## config.mk

```make
export PLATFORM = sky130hd
export DESIGN_NAME = pipeline_ctrl
export DESIGN_NICKNAME = d
export VERILOG_FILES = /design/src/rtl/pipeline_ctrl.sv
export SDC_FILE = /design/constraint.sdc
export NUM_CORES = 1
export LEC_CHECK = 0
export ABC_AREA = 1
export BUFFER_PORTS_ARGS = -buffer_cell sky130_fd_sc_hd__buf_2
export CORE_MARGIN = 2
export CORE_UTILIZATION = 40
export DETAILED_ROUTE_END_ITERATION = 7
export SLEW_MARGIN = 0
export SYNTH_ARGS = -nofsm -noshare
export SYNTH_HDL_FRONTEND = slang
export SYNTH_SLANG_ARGS = --single-unit
```

## constraint.sdc

```tcl
create_clock -name CLK -period 2.3 [get_ports CLK]
set_clock_uncertainty 0.05 [all_clocks]
set_input_delay 0.23 -clock CLK [delete_from_list [all_inputs] [get_ports CLK]]
set_output_delay 0.23 -clock CLK [all_outputs]
set_load 0.03 [all_outputs]
```

## src/rtl/pipeline_ctrl.sv

```systemverilog
// Hazard/sequencing controller for the 5-stage pipeline. Stall/flush/redirect outputs are combinational.
// Counters and ERR are registered. A memory wait freezes F..M and bubbles W.
module pipeline_ctrl #(
    parameter int INIT_CYCLES = 4,
    parameter int MEM_TIMEOUT = 255
) (
    input  logic        CLK,
    input  logic        RST,
    input  logic        D_VALID,
    input  logic [4:0]  D_REG_S1,
    input  logic [4:0]  D_REG_S2,
    input  logic        A_VALID,
    input  logic [6:0]  A_OPCODE,
    input  logic [4:0]  A_REG_D,
    input  logic        A_DO_JMP,
    input  logic [31:0] A_NEW_PC,
    input  logic        M_MEM_REQ,
    input  logic        M_MEM_ACK,
    output logic        F_STALL,
    output logic        D_STALL,
    output logic        A_STALL,
    output logic        M_STALL,
    output logic        W_STALL,
    output logic        D_FLUSH,
    output logic        A_FLUSH,
    output logic        M_FLUSH,
    output logic        W_FLUSH,
    output logic        NEW_PC_VALID,
    output logic [31:0] NEW_PC,
    output logic        ERR,
    output logic [31:0] STALL_CNT,
    output logic [31:0] FLUSH_CNT
);

    localparam logic [1:0] ST_INIT     = 2'd0;
    localparam logic [1:0] ST_RUN      = 2'd1;
    localparam logic [1:0] ST_MEM_WAIT = 2'd2;
    localparam logic [1:0] ST_HALT     = 2'd3;

    localparam logic [6:0] OP_LOAD = 7'b0000011;

    logic [1:0]  state_q, state_d;
    logic [15:0] init_cnt_q, init_cnt_d;
    logic [15:0] wait_cnt_q, wait_cnt_d;
    logic        err_q, err_d;
    logic [31:0] stall_cnt_q, stall_cnt_d;
    logic [31:0] flush_cnt_q, flush_cnt_d;

    logic mem_busy;
    logic jump;
    logic load_use;
    logic any_stall;

    always_comb begin
        mem_busy = M_MEM_REQ & ~M_MEM_ACK;
        jump     = A_VALID & A_DO_JMP;
        load_use = A_VALID & (A_OPCODE == OP_LOAD) & (A_REG_D != 5'd0) & D_VALID &
                   ((A_REG_D == D_REG_S1) | (A_REG_D == D_REG_S2));
    end

    always_comb begin
        F_STALL      = 1'b0;
        D_STALL      = 1'b0;
        A_STALL      = 1'b0;
        M_STALL      = 1'b0;
        W_STALL      = 1'b0;
        D_FLUSH      = 1'b0;
        A_FLUSH      = 1'b0;
        M_FLUSH      = 1'b0;
        W_FLUSH      = 1'b0;
        NEW_PC_VALID = 1'b0;
        NEW_PC       = 32'd0;
        state_d      = state_q;
        init_cnt_d   = init_cnt_q;
        wait_cnt_d   = wait_cnt_q;

        if (RST || state_q == ST_INIT) begin
            // Pipeline latches have no reset, so keep them flushed until the counter expires.
            F_STALL = 1'b1;
            D_FLUSH = 1'b1;
            A_FLUSH = 1'b1;
            M_FLUSH = 1'b1;
            W_FLUSH = 1'b1;
            if (init_cnt_q == 16'(INIT_CYCLES - 1)) begin
                state_d    = ST_RUN;
                init_cnt_d = 16'd0;
            end else begin
                init_cnt_d = init_cnt_q + 16'd1;
            end
        end else if (state_q == ST_HALT) begin
            F_STALL = 1'b1;
            D_STALL = 1'b1;
            A_STALL = 1'b1;
            M_STALL = 1'b1;
            W_STALL = 1'b1;
        end else begin
            if (mem_busy) begin
                F_STALL = 1'b1;
                D_STALL = 1'b1;
                A_STALL = 1'b1;
                M_STALL = 1'b1;
                W_FLUSH = 1'b1;
            end else if (jump) begin
                D_FLUSH      = 1'b1;
                A_FLUSH      = 1'b1;
                NEW_PC_VALID = 1'b1;
                NEW_PC       = A_NEW_PC;
            end else if (load_use) begin
                F_STALL = 1'b1;
                D_STALL = 1'b1;
                A_FLUSH = 1'b1;
            end

            if (state_q == ST_RUN) begin
                if (mem_busy) begin
                    state_d    = ST_MEM_WAIT;
                    wait_cnt_d = 16'd1;
                end
            end else if (M_MEM_ACK || !M_MEM_REQ) begin
                state_d    = ST_RUN;
                wait_cnt_d = 16'd0;
            end else if (wait_cnt_q == 16'(MEM_TIMEOUT)) begin
                state_d = ST_HALT;
            end else begin
                wait_cnt_d = wait_cnt_q + 16'd1;
            end
        end
    end

    always_comb begin
        any_stall   = F_STALL | D_STALL | A_STALL | M_STALL | W_STALL;
        err_d       = err_q | (state_d == ST_HALT);
        stall_cnt_d = stall_cnt_q;
        flush_cnt_d = flush_cnt_q;
        if (state_q == ST_RUN || state_q == ST_MEM_WAIT) begin
            if (any_stall && stall_cnt_q != 32'hFFFF_FFFF)
                stall_cnt_d = stall_cnt_q + 32'd1;
            if (NEW_PC_VALID && flush_cnt_q != 32'hFFFF_FFFF)
                flush_cnt_d = flush_cnt_q + 32'd1;
        end
    end

    always_ff @(posedge CLK) begin
        if (RST) begin
            state_q     <= ST_INIT;
            init_cnt_q  <= 16'd0;
            wait_cnt_q  <= 16'd0;
            err_q       <= 1'b0;
            stall_cnt_q <= 32'd0;
            flush_cnt_q <= 32'd0;
        end else begin
            state_q     <= state_d;
            init_cnt_q  <= init_cnt_d;
            wait_cnt_q  <= wait_cnt_d;
            err_q       <= err_d;
            stall_cnt_q <= stall_cnt_d;
            flush_cnt_q <= flush_cnt_d;
        end
    end

    // Registered status reads as its reset value for as long as RST is held.
    assign ERR       = err_q & ~RST;
    assign STALL_CNT = RST ? 32'd0 : stall_cnt_q;
    assign FLUSH_CNT = RST ? 32'd0 : flush_cnt_q;

endmodule
```

==> impl_metrics.csv, run 1 <==
group,metric,value,unit
run_status,status,"finished, final reports clean",
routing,post_drt_wl_per_cell,12.9,um
cells_and_area,area_delta_synth_final,23.3,%
worst_setup_path,reg2regPathDepth,10,
global_routing,grt.total_usage,0.221,
logic_synthesis,yosysUniqueCellTypes,38,
die,core,17200,um^2
logic_synthesis,ys_seq_area_frac,0.283,
die,dieArea,18600,um^2
worst_setup_path,worstSetupPathDepth,9,
worst_hold_path,min_from,"M_MEM_ACK",
logic_synthesis,synthArstFlopShare,0,
cts,htree_levels,3,
logic_synthesis,yosys_warnings,0,
worst_setup_path,required,2.02,ns
worst_hold_path,whs_endpoint,"wait_cnt_q[5]",
sta,slew_violations,0,
global_routing,grt_max_degree,141,
routing,drc,0,
logic_synthesis,synth_area,7000,um^2
global_routing,grt_util_met1,0.297,
cells_and_area,register_area,1980,um^2
worst_setup_path,rrSetupSlack,0.25,ns
logic_synthesis,synth_top_cell_area_share,0.283,
sta,setup_ws,0.120,ns
routing,drt_iter0_markers,499,
cts,postCtsHoldBufs,0,
placement,dp_slack,0.0389,ns
logic_synthesis,syn_inst,1197,
worst_setup_path,crit_path_end_kind,"primary output",
worst_setup_path,worst-path-max-fanout,16,
worst_hold_path,whs_path_depth,4,
worst_setup_path,crit_path_max_incr_delay,0.34,ns
worst_setup_path,path_cells,"inv_1 -> ha_2 -> nor2_8 -> nand3_4 -> nor2_4 -> inv_2 -> clkbuf_16 -> nor2_2 -> buf_4",
cells_and_area,fillers,1843,
worst_hold_path,min_path_type,"in2reg",
die,die_x,136,um
routing,vias,7668,
logic_synthesis,synth_fp_nets,1265,
placement,post-dp-hpwl,15100,um
worst_setup_path,cp-start-kind,"flip-flop",
global_routing,grt-ovfl-total,0,
sta,period_needed,2.18,ns
sta,fmax,0.459,GHz
cts,clock_sinks,99,
global_routing,grt_pass1_vias,6864,
die,rows,48,
global_routing,use_met3,0.0377,
logic_synthesis,synth_edf_count,0,
routing,firstDrtPassIters,7,
worst_setup_path,cp_slowest_cell,"dfxtp_2",
logic_synthesis,synthFlopType,"dfxtp_1",
global_routing,grt_antenna_before_repair,0,
cts,cts_made_buffers,9,
routing,routed_wl,20600,um
logic_synthesis,ys_ff_latch,99,
worst_setup_path,regToRegStartpoint,"state_q[0]",
global_routing,grt.busiest_layer,"met2",
placement,io_buffers,167,
die,io_pins,168,
sta,final-hold-violation-count,0,
die,die_height,136,um
sta,fin_crit_sh,0.948,
power_and_ir_drop,power,4.13,mW
worst_setup_path,crit_type,"reg2out",
placement,gp_congestion,0.971,
logic_synthesis,synth_area_per_cell,5.85,um^2
worst_setup_path,cp_top_family,"buffers and inverters",
logic_synthesis,synth_area_leaders,"dfxtp_1 28%, nand2_1 17%, nor2_1 12%",
worst_setup_path,crit_buf_inv,4,
die,initial_core_util,0.408,
routing,via_per_inst,4.82,
routing,drtAntennaViolNets,0,
sta,tightest_slew,0.589,ns
flow_run,cap_violations,0,
cts,cts_tree,"done",
worst_setup_path,arrival,1.90,ns
cells_and_area,antennaDiodeCount,0,
global_routing,grtUsageMet2,0.364,
cts,insertion_delay,0.36,ns
cts,clk_pin_slew_worst_paths,0.07,ns
cts,cts_root_buffer,"clkbuf_16",
cells_and_area,finalNetCount,1429,
logic_synthesis,synth_top_cell_by_area,"dfxtp_1",
power_and_ir_drop,powerDensity,479,nW/um^2
global_routing,grt_pass1_wl,33200,um
cells_and_area,multiInputGateArea,4280,um^2
sta,rsz0062_at_grt,"no",
sta,slew_headroom,0.604,
power_and_ir_drop,p_leak,3.80,nW
worst_setup_path,worstReg2RegEnd,"init_cnt_q[12]",
cells_and_area,drive_above_1_share,0.194,
sta,setup_viol,0,
cts,cts_buffer_depth,2,
power_and_ir_drop,worst_ir_drop_vdd,0.000374,V
flip-flops by register name, indices dropped and copies added, names as in the netlist:
signal       cells
flush_cnt_q     32
state_q          2
wait_cnt_q      16
stall_cnt_q     32
init_cnt_q      16
err_q            1
through the flow:
| stage | instances | hold slack [ns] | util | cell area (um^2) | TNS (ns) |
|---|---|---|---|---|---|
| floorplan | 1197 | 0.374 | - | 7080 | -0.0198 |
| finish | 1591 | 0.158 | 0.503 | 8630 | 0 |
| CTS | 1590 | 0.155 | 0.500 | 8580 | 0 |
| global placement | 1571 | 0.404 | 0.477 | 8190 | 0 |
| detailed placement | 1571 | 0.405 | 0.477 | 8190 | 0 |
| global route | 1591 | 0.181 | 0.503 | 8630 | 0 |
worst max path at each step:
stage	startpoint	end	slack, ns
finish	state_q[0]	NEW_PC[11]	0.12
global route	state_q[1]	D_STALL	0.007
CTS	state_q[0]	NEW_PC[11]	0.03
detailed placement	state_q[0]	flush_cnt_q[10]	0.04
global placement	state_q[0]	flush_cnt_q[2]	0.17
floorplan	state_q[0]	NEW_PC[10]	-0.0007
timing repair:
item	4_1_cts	5_1_grt
resized for setup	35	8
pin swaps	2	1
setup endpoints to repair	34	55
gates cloned	0	1
setup buffers	3	0
routing by layer:
metal | part of all wire | vias up | routed length (um)
met4 | 0.015 | 0 | 318
li1 | - | 4058 | -
met5 | 0 | - | 0
met3 | 0.038 | 22 | 775
met2 | 0.48 | 158 | 9850
met1 | 0.47 | 3430 | 9650
layout make-up:
type | instances | share of cell area
clock buffer | 12 | 0.0297
multi-input combinational | 889 | 0.495
tap | 225 | 0.0326
inverter | 169 | 0.0738
sequential | 99 | 0.230
timing repair buffer | 193 | 0.136
clock inverter | 4 | 0.00290
layout by cell type (no fill, tap or decap), drive strengths merged:
master	netlist	final
a211oi	1	1
a21oi	89	89
a31oi	1	1
a32oi	1	1
buf	21	192
clkbuf	19	13
clkinv	2	4
clkinvlp	0	2
dfxtp	99	99
ha	7	7
inv	167	167
nand2	316	316
nand3	95	95
nand3b	2	2
nand4	15	15
nor2	227	227
nor3	56	56
nor3b	6	6
nor4	3	3
o21a	1	1
o21ai	11	11
o21bai	1	1
or2	3	3
xnor2	4	4
xor2	50	50
Yosys cell counts (all sizes together) (3+ instances only):
master    n
a21oi    89
buf      21
clkbuf   19
dfxtp    99
ha        7
inv     167
nand2   316
nand3    95
nand4    15
nor2    227
nor3     56
nor3b     6
nor4      3
o21ai    11
or2       3
xnor2     4
xor2     50
logic make-up (layout without fill, tap and decap cells):
kind of cell / Yosys count / in the layout / share of synthesized area
XOR/XNOR: 54 / 54 / 0.0675
adder cells (fa/ha/maj): 7 / 7 / 0.0125
AO/OA/AOI/OAI: 105 / 105 / 0.0774
buffers and inverters: 209 / 378 / 0.122
AND/OR/NAND/NOR: 723 / 723 / 0.438
flip-flops: 99 / 99 / 0.283
worst reg2reg max path, stage by stage, from the launching register on:
cell      delay, ns
dfxtp_2        0.33
inv_1          0.10
ha_2           0.26
nor2_8         0.05
buf_4          0.15
nor2_1         0.17
nand3_1        0.23
nor4_4         0.30
nand3_1        0.11
o21bai_1       0.14
a21oi_1        0.05
report_power, final:
group	leakage [nW]	switching, mW	total [mW]	internal [mW]
registers	0.798	0.0398	1.80	1.76
logic	2.87	0.577	0.860	0.283
clock network	0.135	0.684	1.47	0.790
Note: power is estimated with default switching activity, not from simulation.
==> run 2, diff against run 1 <==
--- a/config.mk
+++ b/config.mk
@@ -7,9 +7,12 @@
 export LEC_CHECK = 0
 export ABC_AREA = 1
 export BUFFER_PORTS_ARGS = -buffer_cell sky130_fd_sc_hd__buf_2
+export CELL_PAD_IN_SITES_DETAIL_PLACEMENT = 0
+export CELL_PAD_IN_SITES_GLOBAL_PLACEMENT = 1
 export CORE_MARGIN = 2
-export CORE_UTILIZATION = 40
+export CORE_UTILIZATION = 37
 export DETAILED_ROUTE_END_ITERATION = 7
+export PLACE_DENSITY_LB_ADDON = 0.1
 export SLEW_MARGIN = 0
 export SYNTH_ARGS = -nofsm -noshare
 export SYNTH_HDL_FRONTEND = slang
==> run 2 against run 1 <==
Compared with the run above: fmax decreased by 3.8%; core utilization decreased by 1.9 points; worst hold slack improved by 0.019 ns; highest routed layer unchanged; critical endpoint is now NEW_PC[27]; first-iteration DRC count is 9.8% lower; final area is 4.3% higher.
==> impl_metrics.csv, run 2 (same netlist as run 1, synthesis figures left out) <==
group,metric,value,unit
die,rows,50,
sta,tightest_slew,0.505,ns
die,die_height,142,um
cts,insertion_delay,0.35,ns
cts,cts_made_buffers,9,
worst_setup_path,worstReg2RegEnd,"stall_cnt_q[1]",
cts,cts_root_buffer,"clkbuf_16",
die,io_pins,168,
worst_setup_path,crit_path_end_kind,"primary output",
sta,rsz0062_at_grt,"yes",
cells_and_area,antennaDiodeCount,0,
routing,post_drt_wl_per_cell,13.4,um
worst_setup_path,worst-path-max-fanout,5,
worst_setup_path,cp_top_family,"buffers and inverters",
sta,fin_crit_sh,0.985,
die,core,18600,um^2
worst_setup_path,regToRegStartpoint,"stall_cnt_q[1]",
global_routing,grt-ovfl-total,0,
worst_setup_path,reg2regPathDepth,13,
cts,htree_levels,3,
routing,via_per_inst,4.74,
die,dieArea,20000,um^2
worst_setup_path,cp-start-kind,"flip-flop",
global_routing,grt_max_degree,50,
run_status,status,"finished, final reports clean",
cells_and_area,layout_common_cells,"315 x nand2_1, 186 x nor2_1, 160 x inv_1, 134 x buf_2, 97 x dfxtp_1",
cts,postCtsHoldBufs,0,
global_routing,grt.total_usage,0.213,
routing,drtAntennaViolNets,0,
sta,slew_violations,0,
flow_run,cap_violations,0,
global_routing,grt_antenna_before_repair,0,
die,die_x,142,um
placement,post-dp-hpwl,16500,um
global_routing,grt_pass1_wl,35100,um
sta,slew_headroom,0.663,
worst_hold_path,whs_path_depth,4,
routing,vias,7671,
worst_setup_path,arrival,1.99,ns
worst_setup_path,crit_type,"reg2out",
cts,cts_buffer_depth,2,
worst_setup_path,rrSetupSlack,0.22,ns
die,initial_core_util,0.376,
sta,fmax,0.441,GHz
power_and_ir_drop,power,4.16,mW
sta,setup_viol,0,
placement,gp_congestion,0.873,
cells_and_area,reg_top3,"flush_cnt_q: 32 flops, stall_cnt_q: 32 flops",
cells_and_area,drive_above_1_share,0.209,
placement,io_buffers,167,
cells_and_area,finish.utilization,0.483,
cells_and_area,area_delta_synth_final,28.7,%
routing,drc,0,
worst_setup_path,crit_buf_inv,5,
routing,firstDrtPassIters,5,
power_and_ir_drop,powerDensity,462,nW/um^2
worst_setup_path,cp_slowest_cell,"dfxtp_2",
routing,routed_wl,21700,um
cells_and_area,finalNetCount,1449,
worst_hold_path,min_path_type,"in2reg",
global_routing,grt_pass1_vias,7171,
sta,final-hold-violation-count,0,
sta,period_needed,2.27,ns
worst_hold_path,whs_endpoint,"wait_cnt_q[5]",
cts,cts_tree,"done",
cells_and_area,layout_commonest_cell,"nand2_1",
power_and_ir_drop,p_leak,3.93,nW
routing,drt_iter0_markers,450,
worst_setup_path,required,2.02,ns
power_and_ir_drop,worst_ir_drop_vdd,0.000385,V
worst_setup_path,path_cells,"inv_2 -> ha_4 -> nor2_8 -> nand3_4 -> nor2_4 -> clkinvlp_4 -> buf_12 -> buf_12 -> nor2_4 -> buf_6",
worst_setup_path,crit_path_max_incr_delay,0.35,ns
cts,clock_sinks,99,
cts,clk_pin_slew_worst_paths,0.07,ns
worst_hold_path,min_from,"M_MEM_ACK",
## run 2: cell types whose count changed in the layout (fill, tap and decap cells not counted), sizes merged
cell / previous run / this run
inv: 167 / 166
buf: 192 / 212
clkinvlp: 2 / 1
clkinv: 4 / 5
clkbuf: 13 / 12
bufbuf: 0 / 1
## run 2: metal layers
layer  GRT usage  share of wire  up-vias
li1            -              -     4089
met1       0.277           0.46     3402
met2       0.365           0.49      156
met3      0.0381          0.035       24
met4      0.0547          0.014        0
met5           0              0        -
## run 2: cell type report
type                            instances  area, um^2
Sequential cell                        99        1980
Inverter                              169         641
Timing Repair Buffer                  213        1460
Tap cell                              234         293
Clock buffer                           12         246
Clock inverter                          3        15.0
Fill cell                            2048        9630
Multi-Input combinational cell        889        4370
## run 2: power by group
group / switching (mW) / internal, mW / leakage (nW)
sequential: 0.0400 / 1.76 / 0.799
clock: 0.657 / 0.754 / 0.132
combinational: 0.614 / 0.340 / 3.00
## run 2: how the worst max path moves through the flow
| stage | startpoint | to | depth (start not counted) |
|---|---|---|---|
| 6_report | state_q[0] | NEW_PC[27] | 10 |
| 5_1_grt | state_q[0] | NEW_PC[9] | 9 |
| 4_1_cts | state_q[1] | NEW_PC[9] | 9 |
| 3_5_place_dp | state_q[0] | wait_cnt_q[8] | 14 |
| 3_3_place_gp | state_q[0] | wait_cnt_q[8] | 14 |
| 2_1_floorplan | state_q[0] | NEW_PC[10] | 8 |
## run 2: metrics by stage
step	std cells	cell area (um^2)	worst slack, ns	hold slack (ns)	setup TNS [ns]
after detailed placement	1593	8280	0.0703	0.414	0
after global routing	1619	9010	-0.0454	0.200	-0.491
final	1619	9010	0.0335	0.177	0
after global placement	1593	8280	0.165	0.404	0
after floorplan	1197	7080	-0.000661	0.374	-0.0198
after CTS	1615	8780	0.0128	0.161	0
## run 2: worst min-delay path, cell delays in order
cell     delay (ns)
buf_2          0.10
nor2_4         0.06
nand4_1        0.08
a21oi_1        0.05
## run 2: repair_timing
action                     in CTS  in global routing
setup buffers                   6                  4
gates cloned                    1                  0
setup endpoints to repair      36                 49
resized for setup              52                 48
pin swaps                       4                  2
==> run 3, diff against run 2 <==
--- a/config.mk
+++ b/config.mk
@@ -6,12 +6,13 @@
 export NUM_CORES = 1
 export LEC_CHECK = 0
 export ABC_AREA = 1
-export BUFFER_PORTS_ARGS = -buffer_cell sky130_fd_sc_hd__buf_2
+export BUFFER_PORTS_ARGS = -buffer_cell sky130_fd_sc_hd__buf_4
 export CELL_PAD_IN_SITES_DETAIL_PLACEMENT = 0
 export CELL_PAD_IN_SITES_GLOBAL_PLACEMENT = 1
 export CORE_MARGIN = 2
 export CORE_UTILIZATION = 37
 export DETAILED_ROUTE_END_ITERATION = 7
+export HOLD_SLACK_MARGIN = 0.1
 export PLACE_DENSITY_LB_ADDON = 0.1
 export SLEW_MARGIN = 0
 export SYNTH_ARGS = -nofsm -noshare
==> run 3 against run 2 <==
Compared with the run above: via count is 0.23% higher; first-iteration DRC count is 10% higher; register-to-register slack better by 0.02 ns; count of clock-buffer cells in the layout stayed put; sequential power hardly changed; sequential share of layout area is 0.16 points lower; core utilization is 0.32 points higher; final area is 0.65% higher; global-route usage is 0.091 points higher; largest power group unchanged.
==> impl_metrics.csv, run 3 (same netlist as run 1, synthesis figures left out) <==
group,metric,value,unit
cells_and_area,final_cells,1608,
cts,postCtsHoldBufs,0,
placement,post-dp-hpwl,16400,um
sta,final-hold-violation-count,0,
cts,cts_tree,"done",
cts,cts_buffer_depth,2,
sta,slew_headroom,0.641,
cells_and_area,fillers,2000,
global_routing,grt-ovfl-total,0,
cells_and_area,reg_top3,"flush_cnt_q: 32 flops, stall_cnt_q: 32 flops",
cts,insertion_delay,0.36,ns
worst_hold_path,min_path_type,"in2reg",
power_and_ir_drop,p_leak,3.90,nW
worst_setup_path,crit_path_end_kind,"primary output",
cells_and_area,finalNetCount,1437,
routing,drtAntennaViolNets,0,
cells_and_area,layout_commonest_cell,"nand2_1",
cells_and_area,layout_common_cells,"315 x nand2_1, 196 x buf_4, 187 x nor2_1, 162 x inv_1, 98 x dfxtp_1",
power_and_ir_drop,p_sw_frac,0.307,
flow_run,cap_violations,0,
sta,slew_violations,0,
power_and_ir_drop,p_int,2.99,mW
sta,setup-tns-final,0,ns
die,die_height,142,um
global_routing,grt_max_degree,95,
cts,clk_pin_slew_worst_paths,0.07,ns
power_and_ir_drop,worst_ir_drop_vdd,0.000350,V
routing,post_drt_wl_per_cell,13.3,um
power_and_ir_drop,p_switching,1.32,mW
cts,cts_root_buffer,"clkbuf_16",
die,die_x,142,um
routing,routed_wl,21400,um
sta,fmax,0.454,GHz
sta,tightest_slew,0.538,ns
die,dieArea,20000,um^2
worst_setup_path,worst-path-max-fanout,16,
cts,htree_levels,3,
sta,fin_crit_sh,0.958,
cells_and_area,drive_above_1_share,0.200,
sta,period_needed,2.20,ns
run_status,status,"finished, final reports clean",
global_routing,grt.total_usage,0.214,
routing,vias,7689,
placement,io_buffers,167,
routing,drc,0,
placement,gp_congestion,0.890,
die,initial_core_util,0.376,
cells_and_area,antennaDiodeCount,0,
routing,firstDrtPassIters,5,
cts,clock_sinks,99,
cells_and_area,area_delta_synth_final,29.5,%
global_routing,grt_pass1_vias,7134,
power_and_ir_drop,p_seq_frac,0.417,
die,core,18600,um^2
power_and_ir_drop,pwr-share-clk,0.371,
routing,via_per_inst,4.78,
placement,dp_cells,1590,
routing,drt_iter0_markers,495,
global_routing,grt_pass1_wl,35000,um
worst_setup_path,crit_type,"reg2out",
worst_setup_path,cp-start-kind,"flip-flop",
worst_setup_path,arrival,1.92,ns
power_and_ir_drop,pwr-share-comb,0.212,
sta,setup_viol,0,
die,io_pins,168,
global_routing,grt_antenna_before_repair,0,
power_and_ir_drop,powerDensity,475,nW/um^2
cts,cts_made_buffers,9,
worst_setup_path,required,2.02,ns
die,rows,50,
[run 3: metrics by stage]
stage               power, mW  hold WS (ns)  utilization  instance area (um^2)  setup WS, ns
global placement         2.72         0.403        0.466                  8690         0.134
CTS                      4.34         0.267        0.484                  9030       0.00727
finish                   4.31         0.282        0.486                  9070        0.0958
detailed placement       2.72         0.406        0.466                  8690        0.0427
floorplan                2.41         0.374            -                  7080     -0.000661
global route             4.52         0.288        0.486                  9070      -0.00533
[run 3: timing repair]
action | in CTS | in global routing
endpoints found under the setup margin | 33 | 42
gates cloned | 0 | 1
pin swaps | 1 | 1
hold endpoints to repair | 0 | 0
resized for setup | 7 | 5
buffers inserted | 1 | 0
[run 3: area by class of cell]
| class | instances | area (um^2) | area share |
|---|---|---|---|
| Clock inverter | 4 | 48.8 | 0.00538 |
| Tap cell | 234 | 293 | 0.0323 |
| Sequential cell | 99 | 1980 | 0.219 |
| Timing Repair Buffer | 201 | 1580 | 0.174 |
| Inverter | 169 | 634 | 0.0700 |
| Multi-Input combinational cell | 889 | 4280 | 0.472 |
| Clock buffer | 12 | 256 | 0.0283 |
[run 3: worst paths after layout]
path,start,cells after the start,slack (ns),to
worst max-delay path,state_q[0],9,0.1,NEW_PC[16]
worst min-delay path,M_MEM_ACK,5,0.28,wait_cnt_q[5]
worst max register to register,state_q[0],13,0.24,wait_cnt_q[2]
worst min register to register,flush_cnt_q[31],2,0.42,flush_cnt_q[31]
[run 3: per-layer routing]
layer,wire [um],global-route usage,up-vias
met3,860,0.0341,29
li1,-,-,4083
met1,9990,0.286,3410
met2,10200,0.357,167
met5,0,0,-
met4,391,0.0632,0
[run 3: power by group through the flow]
| stage | logic [mW] | clock network, mW | registers (mW) |
|---|---|---|---|
| floorplan | 0.582 | 0 | 1.83 |
| finish | 0.913 | 1.60 | 1.80 |
| global placement | 0.883 | 0 | 1.83 |
| CTS | 0.899 | 1.64 | 1.80 |
| detailed placement | 0.886 | 0 | 1.83 |
| global route | 1.01 | 1.71 | 1.80 |
[run 3: worst max-delay path, cell delays in order, from the launching register on]
cell and delay (ns):
dfxtp_2 0.35, inv_1 0.10, ha_4 0.20, nor2_8 0.14, nand3_4 0.10, nor2_4 0.16, inv_2 0.08, clkbuf_16 0.19
nor2_2 0.09, buf_4 0.16
